[config.mk]
export PLATFORM = sky130hd
export DESIGN_NAME = alu_cmd_engine_flat
export DESIGN_NICKNAME = d
export VERILOG_FILES = /design/src/rtl/alu_cmd_engine_if.sv /design/src/rtl/alu_cmd_engine.sv /design/src/flat_wrapper.sv
export SDC_FILE = /design/constraint.sdc
export NUM_CORES = 1
export LEC_CHECK = 0
export ABC_AREA = 1
export BUFFER_PORTS_ARGS = -buffer_cell sky130_fd_sc_hd__clkbuf_2
export CAP_MARGIN = 20
export CELL_PAD_IN_SITES_DETAIL_PLACEMENT = 1
export CELL_PAD_IN_SITES_GLOBAL_PLACEMENT = 1
export CORE_MARGIN = 4
export CORE_UTILIZATION = 33
export CTS_BUF_LIST = sky130_fd_sc_hd__clkbuf_4
export CTS_CLUSTER_DIAMETER = 100
export CTS_CLUSTER_SIZE = 20
export DETAILED_ROUTE_END_ITERATION = 12
export PLACE_DENSITY = 0.76
export SLEW_MARGIN = 20
export SYNTH_ARGS = -nofsm -noshare
export SYNTH_HDL_FRONTEND = slang
export SYNTH_SLANG_ARGS = --single-unit
[constraint.sdc]
create_clock -name clk -period 1.5 [get_ports clk]
set_input_delay 0.375 -clock clk [delete_from_list [all_inputs] [get_ports clk]]
set_output_delay 0.375 -clock clk [all_outputs]
set_load 0.01 [all_outputs]
[src/rtl/alu_cmd_engine_if.sv]
// alu_cmd_engine_if: command, response and ALU-drive bundle; slave = engine view, master = issuer/ALU view
interface alu_cmd_engine_if #(
    parameter int WIDTH = 16
);
    logic             cmd_valid;
    logic             cmd_ready;
    logic [4:0]       cmd_op;
    logic [WIDTH-1:0] cmd_a;
    logic [WIDTH-1:0] cmd_b;
    logic             rsp_valid;
    logic             rsp_ready;
    logic [WIDTH-1:0] rsp_data;
    logic             rsp_zero;
    logic             rsp_err;
    logic [WIDTH-1:0] alu_a;
    logic [WIDTH-1:0] alu_b;
    logic [4:0]       alu_f;
    logic [WIDTH-1:0] alu_s;

    modport slave (
        input  cmd_valid, cmd_op, cmd_a, cmd_b, rsp_ready, alu_s,
        output cmd_ready, rsp_valid, rsp_data, rsp_zero, rsp_err, alu_a, alu_b, alu_f
    );

    modport master (
        output cmd_valid, cmd_op, cmd_a, cmd_b, rsp_ready, alu_s,
        input  cmd_ready, rsp_valid, rsp_data, rsp_zero, rsp_err, alu_a, alu_b, alu_f
    );
endinterface

[src/rtl/alu_cmd_engine.sv]
// alu_cmd_engine: sequences one command at a time through an external combinational ALU.
// Ports: clk, rst_n (async active-low); bus (slave) carries cmd valid/ready + op/a/b,
// rsp valid/ready + data/zero/err, and the ALU drive alu_a/alu_b/alu_f with result alu_s.
module alu_cmd_engine #(
    parameter int WIDTH   = 16,
    parameter int SHAMT_W = 4
) (
    input logic              clk,
    input logic              rst_n,
    alu_cmd_engine_if.slave  bus
);
    typedef enum logic [1:0] {IDLE, EXEC, SHIFT, RESP} state_t;

    state_t             state;
    logic [SHAMT_W-1:0] cnt;
    logic [SHAMT_W-1:0] n;
    logic               accept;
    logic               illegal;
    logic               shift;

    assign n       = bus.cmd_b[SHAMT_W-1:0];
    assign accept  = bus.cmd_valid && bus.cmd_ready;
    assign illegal = bus.cmd_op[4:3] != 2'b00;
    assign shift   = bus.cmd_op[4:1] == 4'd3;

    // The registered alu_a doubles as the shift accumulator.
    always_ff @(posedge clk or negedge rst_n) begin
        if (!rst_n) begin
            state         <= IDLE;
            cnt           <= '0;
            bus.cmd_ready <= 1'b0;
            bus.rsp_valid <= 1'b0;
            bus.rsp_data  <= '0;
            bus.rsp_zero  <= 1'b0;
            bus.rsp_err   <= 1'b0;
            bus.alu_a     <= '0;
            bus.alu_b     <= '0;
            bus.alu_f     <= '0;
        end else begin
            case (state)
                IDLE: begin
                    bus.cmd_ready <= !accept;
                    if (accept) begin
                        bus.rsp_err <= illegal;
                        if (!illegal && (!shift || n != '0)) begin
                            state     <= shift ? SHIFT : EXEC;
                            bus.alu_a <= bus.cmd_a;
                            bus.alu_b <= shift ? '0 : bus.cmd_b;
                            bus.alu_f <= bus.cmd_op;
                            cnt       <= n;
                        end else begin
                            // Zero-count shift or illegal op answers straight away.
                            state         <= RESP;
                            bus.rsp_valid <= 1'b1;
                            bus.rsp_data  <= illegal ? '0 : bus.cmd_a;
                            bus.rsp_zero  <= illegal || bus.cmd_a == WIDTH'(0);
                        end
                    end
                end
                EXEC, SHIFT: begin
                    cnt       <= cnt - 1'b1;
                    bus.alu_a <= bus.alu_s;
                    if (state == EXEC || cnt == SHAMT_W'(1)) begin
                        state         <= RESP;
                        bus.rsp_valid <= 1'b1;
                        bus.rsp_data  <= bus.alu_s;
                        bus.rsp_zero  <= bus.alu_s == WIDTH'(0);
                        bus.alu_a     <= '0;
                        bus.alu_b     <= '0;
                        bus.alu_f     <= '0;
                    end
                end
                default: begin
                    if (bus.rsp_ready) begin
                        state         <= IDLE;
                        bus.rsp_valid <= 1'b0;
                        bus.cmd_ready <= 1'b1;
                    end
                end
            endcase
        end
    end
endmodule
[src/flat_wrapper.sv]
// flat-port wrapper written by rule: the top's interface ports become plain ports
module alu_cmd_engine_flat 
#(
    parameter int WIDTH   = 16,
    parameter int SHAMT_W = 4
)
  (clk, rst_n, bus_cmd_valid, bus_cmd_op, bus_cmd_a, bus_cmd_b, bus_rsp_ready, bus_alu_s, bus_cmd_ready, bus_rsp_valid, bus_rsp_data, bus_rsp_zero, bus_rsp_err, bus_alu_a, bus_alu_b, bus_alu_f);
  alu_cmd_engine_if #(.WIDTH(WIDTH)) bus_i ();
  input logic clk;
  input logic rst_n;
  input wire logic [$bits(bus_i.cmd_valid)-1:0] bus_cmd_valid;
  input wire logic [$bits(bus_i.cmd_op)-1:0] bus_cmd_op;
  input wire logic [$bits(bus_i.cmd_a)-1:0] bus_cmd_a;
  input wire logic [$bits(bus_i.cmd_b)-1:0] bus_cmd_b;
  input wire logic [$bits(bus_i.rsp_ready)-1:0] bus_rsp_ready;
  input wire logic [$bits(bus_i.alu_s)-1:0] bus_alu_s;
  output wire logic [$bits(bus_i.cmd_ready)-1:0] bus_cmd_ready;
  output wire logic [$bits(bus_i.rsp_valid)-1:0] bus_rsp_valid;
  output wire logic [$bits(bus_i.rsp_data)-1:0] bus_rsp_data;
  output wire logic [$bits(bus_i.rsp_zero)-1:0] bus_rsp_zero;
  output wire logic [$bits(bus_i.rsp_err)-1:0] bus_rsp_err;
  output wire logic [$bits(bus_i.alu_a)-1:0] bus_alu_a;
  output wire logic [$bits(bus_i.alu_b)-1:0] bus_alu_b;
  output wire logic [$bits(bus_i.alu_f)-1:0] bus_alu_f;
  assign bus_i.cmd_valid = bus_cmd_valid;
  assign bus_i.cmd_op = bus_cmd_op;
  assign bus_i.cmd_a = bus_cmd_a;
  assign bus_i.cmd_b = bus_cmd_b;
  assign bus_i.rsp_ready = bus_rsp_ready;
  assign bus_i.alu_s = bus_alu_s;
  assign bus_cmd_ready = bus_i.cmd_ready;
  assign bus_rsp_valid = bus_i.rsp_valid;
  assign bus_rsp_data = bus_i.rsp_data;
  assign bus_rsp_zero = bus_i.rsp_zero;
  assign bus_rsp_err = bus_i.rsp_err;
  assign bus_alu_a = bus_i.alu_a;
  assign bus_alu_b = bus_i.alu_b;
  assign bus_alu_f = bus_i.alu_f;
  alu_cmd_engine #(.WIDTH(WIDTH), .SHAMT_W(SHAMT_W)) u_core (.clk(clk), .rst_n(rst_n), .bus(bus_i));
endmodule
== Word-level counts from Yosys, hierarchy flattened ==
Index checks and enable logic that the tools add are counted.
Storage, ports and cells
  bits in registers: 63
  output and inout bits: 57
  word-level logic and storage cells: 82
Operators by class
  $add $sub $neg: 1
  eq/ne operators: 8
  mux-type cells: 38
  bitwise gates (word level): 1
  reduce and logical (&&, ||, !) cells: 24
Operators by type and width (number)
  $mux 16: 11
  $pmux 16 s2: 3
  $logic_not 16->1: 2
  $mux 5: 3
  $reduce_and 4->1: 3
  $mux 2: 5
  $pmux 5 s2: 1
  $mux 1: 8
  $mux 4: 2
  $pmux 4 s2: 1
  $ne 2x1->1 const B: 3
  $pmux 1 s2: 3
  $reduce_and 3->1: 2
  $reduce_bool 2->1: 3
  $eq 4x1->1 const B: 1
  $eq 4x2->1 const B: 1
  $pmux 2 s2: 1
  $reduce_and 2->1: 2
  $reduce_bool 4->1: 1
  $sub 4x1->4 const B: 1
  $logic_not 1->1: 3
  $logic_or 1x1->1: 3
  $reduce_bool 3->1: 1
  $eq 2x1->1 const B: 1
  6 further kinds: 7

== Logic depth before layout (Yosys ltp) ==
  depth in word-level cells: 7
  mapped depth: 10
  gate-level depth less buffers: 9

== Worst setup path before layout ==
Ideal clock, no wire load.
  path kind: reg-to-reg
  from: reg u_core.state[0]
  to: reg u_core.bus.alu_b[10]
  arrival time: 1.458 ns
  data required time: 1.383 ns
  path slack: -0.075 ns
  cell stages (with the launch flop): 10
  path buffers: 2
  path through: dfrtp_1 > inv_1 > ha_1 > buf_2 > inv_1 > o21ai_1 > buf_2 > nor2_1 > nand4_1 > nand2_1
Between the ends
  longest elaborated chain between the ends: 4
  elaborated cells on any way between the ends: 11
Ends and longest elaborated chain
  start: declaration: RTL line alu_cmd_engine.sv:14  | state_t state;
  start signal: assignment: RTL line alu_cmd_engine.sv:46  | state <= shift ? SHIFT : EXEC;
  $eq 2x2->1 or $eq 2x1->1 (tied branches): RTL line alu_cmd_engine.sv:40, alu_cmd_engine.sv:63
  $reduce_or 2->1 or $logic_or 1x1->1 (tied branches): RTL line alu_cmd_engine.sv:40, alu_cmd_engine.sv:63
  $ne 2x1->1 (no line) or $reduce_bool 2->1 (tied branches)
  $reduce_and 4->1 (no line)
  end signal: assignment: RTL line alu_cmd_engine.sv:48  | bus.alu_b <= shift ? '0 : bus.cmd_b;
  end: declaration: RTL line alu_cmd_engine_if.sv:22  | output cmd_ready, rsp_valid, rsp_data, rsp_zero, rsp_err, alu_a, alu_b, alu_f
Several ways; a longest one is shown, not always the timed one.
A chain may end at the register's enable or synchronous reset.

== Worst setup path in the final report ==
  from: reg u_core.state[1]
  to: reg u_core.bus.rsp_data[6]
Between the ends
  longest elaborated chain between the ends: 4
  elaborated cells on any way between the ends: 11
Ends and longest elaborated chain
  $eq 2x2->1 or $eq 2x1->1 (tied branches): RTL line alu_cmd_engine.sv:40, alu_cmd_engine.sv:63
  $reduce_or 2->1 or $logic_or 1x1->1 (tied branches): RTL line alu_cmd_engine.sv:40, alu_cmd_engine.sv:63
  $ne 2x1->1 (no line) or $reduce_bool 2->1 (tied branches)
  $reduce_and 4->1 (no line)
  end signal: assignment: RTL line alu_cmd_engine.sv:55  | bus.rsp_data <= illegal ? '0 : bus.cmd_a;
  end signal: assignment: RTL line alu_cmd_engine.sv:66  | bus.rsp_data <= bus.alu_s;
  end: declaration: RTL line alu_cmd_engine_if.sv:22
Several ways; a longest one is shown, not always the timed one.

==> impl_metrics.toml <==
[sta]
max_freq_ghz = 0.5962
fin_setup_tns_ns = -3.806
worstMarginPinSlew_ns = 0.3632
slew-limit-headroom_pct = 75.79
finalHoldViolCount = 0
final-max-slew-violation-count = 0
finalClockSkew_ns = 0.02006
setup_slack_ns = -0.1772
period_minus_slack_ns = 1.677
post-route-period-util_pct = 111.8
whs_ns = 0.2595
rsz0062_at_grt = "true"
setup_viol = 48

[synth]
synth-seq-cells = 63
synthCells = 460
yosysSeqAreaShare_pct = 46.09
synth_async_sr_flop_share_pct = 100.0
ys.flop_type = "dfrtp_1"
ys_types = 29
synth_edf_count = 0
yosys.area.top_type = "dfrtp_1"
synth_nets = 523
synth.area.top_cells = "dfrtp_1 46%, nand2_1 22%, o21ai_0 5.3%"
yosys_warnings = 0
avgSynthCellArea_um2 = 7.436
synth_top_area_share_pct = 46.09
synth_area_um2 = 3421

[global_routing]
gr-total-overflow = 0
grt_usage_pct = 18.84
grt_max_degree = 64
grt_pass1_wl_um = 17620
grt_pass1_vias = 3690
antenna_found_initial = 0

[clock_tree]
cts_tree = "built"
clk_pin_slew_ns = 0.13
cts.sinks = 63
cts_root_buffer = "clkbuf_4"
clockBufferDepth = 2
numCtsBuffers = 9
htreeDepth = 3
clkLatencyLatePin_ns = 0.44

[power]
total_power_mw = 14.41
vdd_drop_max_mv = 1.266
power_leakage_nw = 2.747
p_per_area_nw_per_um2 = 2855

[critical_path]
rrSetupSlack_ns = -0.18
criticalPathCategory = "flip-flop to flip-flop"
worstSetupEndpointType = "flip-flop"
cp.arrival_ns = 2.00
cp-start-kind = "flip-flop"
critPathRequiredTime_ns = 1.83
crit_path_max_fanout = 8

[drt]
routed_wl_um = 13280
drtIter0Drc = 200
drcViolationCount = 0
viasPerCell = 5.012
via_count = 3729
antenna_left = 0
drtPass1Iterations = 4
wl_per_cell_um = 17.85

[die]
io_pins = 114
fp.dieW_um = 109.8
initial_core_util_pct = 34.36
fp.dieH_um = 109.8
dieArea_um2 = 12060
row_count = 36
core_um2 = 9955

[outcome]
failed_checks = "negative setup slack"
outcome = "finished with violations"

[placed_design]
dp_hpwl_um = 8460
gp_congestion = 0.8368
pre_cts_slack_ns = -0.1236
port_buffers = 113
place_area_um2 = 4282

[final_layout]
final_layout_size_suffix_gt1_share_pct = 41.90
nNetsFinal = 669
fin_area_um2 = 5046
nFillCells = 1253
n_antenna_cell = 0
area_growth_pct = 47.51

[min_path]
hold_class = "input pin to flip-flop"

[run]
maxCapViolCount = 0
where the power goes:
group          switching (mW)  total, mW  internal, mW
combinational            5.83       10.0          4.21
sequential              0.484       2.95          2.47
clock                   0.736       1.41         0.677
worst max-delay path, cell delays in order, from the launching register on:
cell and delay [ns]:
dfrtp_1 0.39, inv_2 0.06, ha_4 0.37, nand2_4 0.08, o21ai_4 0.08, buf_12 0.14
buf_12 0.11, nand3_4 0.15, nand2_1 0.11, nand2_1 0.08
synthesized netlist by cell type, types with 4 or more instances:
library cell  instances
buf_2                 7
buf_4                 5
buf_6                 5
dfrtp_1              63
ha_1                  6
inv_1                32
inv_2                 5
nand2_1             199
nand3_1               6
nand4_1              20
nor2_1               41
o21ai_0              36
o21ai_2               4
cell type report:
class | count | area, um2 | share of cell area, %
clock buffers | 9 | 67.56 | 1.339
clock inverters | 7 | 97.59 | 1.934
inverters | 37 | 153.9 | 3.050
multi-input cells | 340 | 1894 | 37.54
flip-flops and latches | 63 | 1578 | 31.27
well taps | 133 | 166.4 | 3.298
repair buffers | 155 | 1089 | 21.57
cells by family (layout without fill, tap and decap cells):
| logic type | after synthesis | in the layout | synth area share (%) |
|---|---|---|---|
| simple gates | 278 | 280 | 33.94 |
| compound gates | 53 | 53 | 8.961 |
| fa+ha+maj | 6 | 6 | 2.195 |
| buf+inv | 59 | 208 | 8.486 |
| flops | 63 | 63 | 46.09 |
| mux | 1 | 1 | 0.3292 |
metal layers:
metal / part of all wire [%] / track usage [%] / routed length (um) / vias to the layer above
met5: 0 / 0 / 0 / -
met4: 2.5 / 7.124 / 335 / 0
met3: 5.9 / 3.523 / 784 / 39
met2: 50 / 31.07 / 6661 / 143
met1: 41 / 24.46 / 5496 / 1797
li1: - / - / - / 1750
placed cells by master (no fill, tap or decap), types with 3 or more instances in the layout:
cell type and count:
nand3_4 4, buf_6 6, o21ai_4 4, nand3_2 4
clkbuf_2 113, nand2_2 24, o22ai_2 3, o21ai_2 16
o21ai_1 13, nor3_1 3, clkbuf_4 9, o21ai_0 10
nand2_4 9, nand2_1 170, inv_2 6, buf_12 9
clkbuf_16 4, nand4_1 20, nor2_1 40, nand3_1 3
buf_4 22, ha_4 3, inv_1 27, nor2_4 3
dfrtp_1 62
sequential cells by signal, indices dropped and copies added (netlist names), 2 cells and up:
signal               count
u_core.bus.alu_a        16
u_core.bus.alu_b        16
u_core.bus.alu_f         5
u_core.bus.rsp_data     16
u_core.cnt               4
u_core.state             2
metrics by stage:
step           util, %  std cells
4_1_cts          45.25        731
2_1_floorplan        -        460
6_report         50.69        744
3_3_place_gp     43.01        712
3_5_place_dp     43.01        712
5_1_grt          50.69        744
final timing paths:
path,startpoint,end,depth (start not counted)
worst max-delay path,u_core.state[1],u_core.bus.rsp_data[6],9
worst min-delay path,bus_cmd_b[4],u_core.bus.alu_b[4],5
worst max register to register,u_core.state[1],u_core.bus.rsp_data[6],9
worst min register to register,u_core.bus.alu_b[5],u_core.bus.alu_b[5],2
max in group asynchronous,rst_n,u_core.bus.rsp_valid,3
min in group asynchronous,rst_n,u_core.bus.rsp_data[13],3
what timing repair did:
action,4_1_cts,5_1_grt
hold buffers,1,0
pin swaps,2,20
cloned,0,6
endpoints found under the setup margin,44,62
resized for setup,11,109
hold endpoints to repair,63,0
buffers inserted,2,8
(Power assumes the default switching activity.)
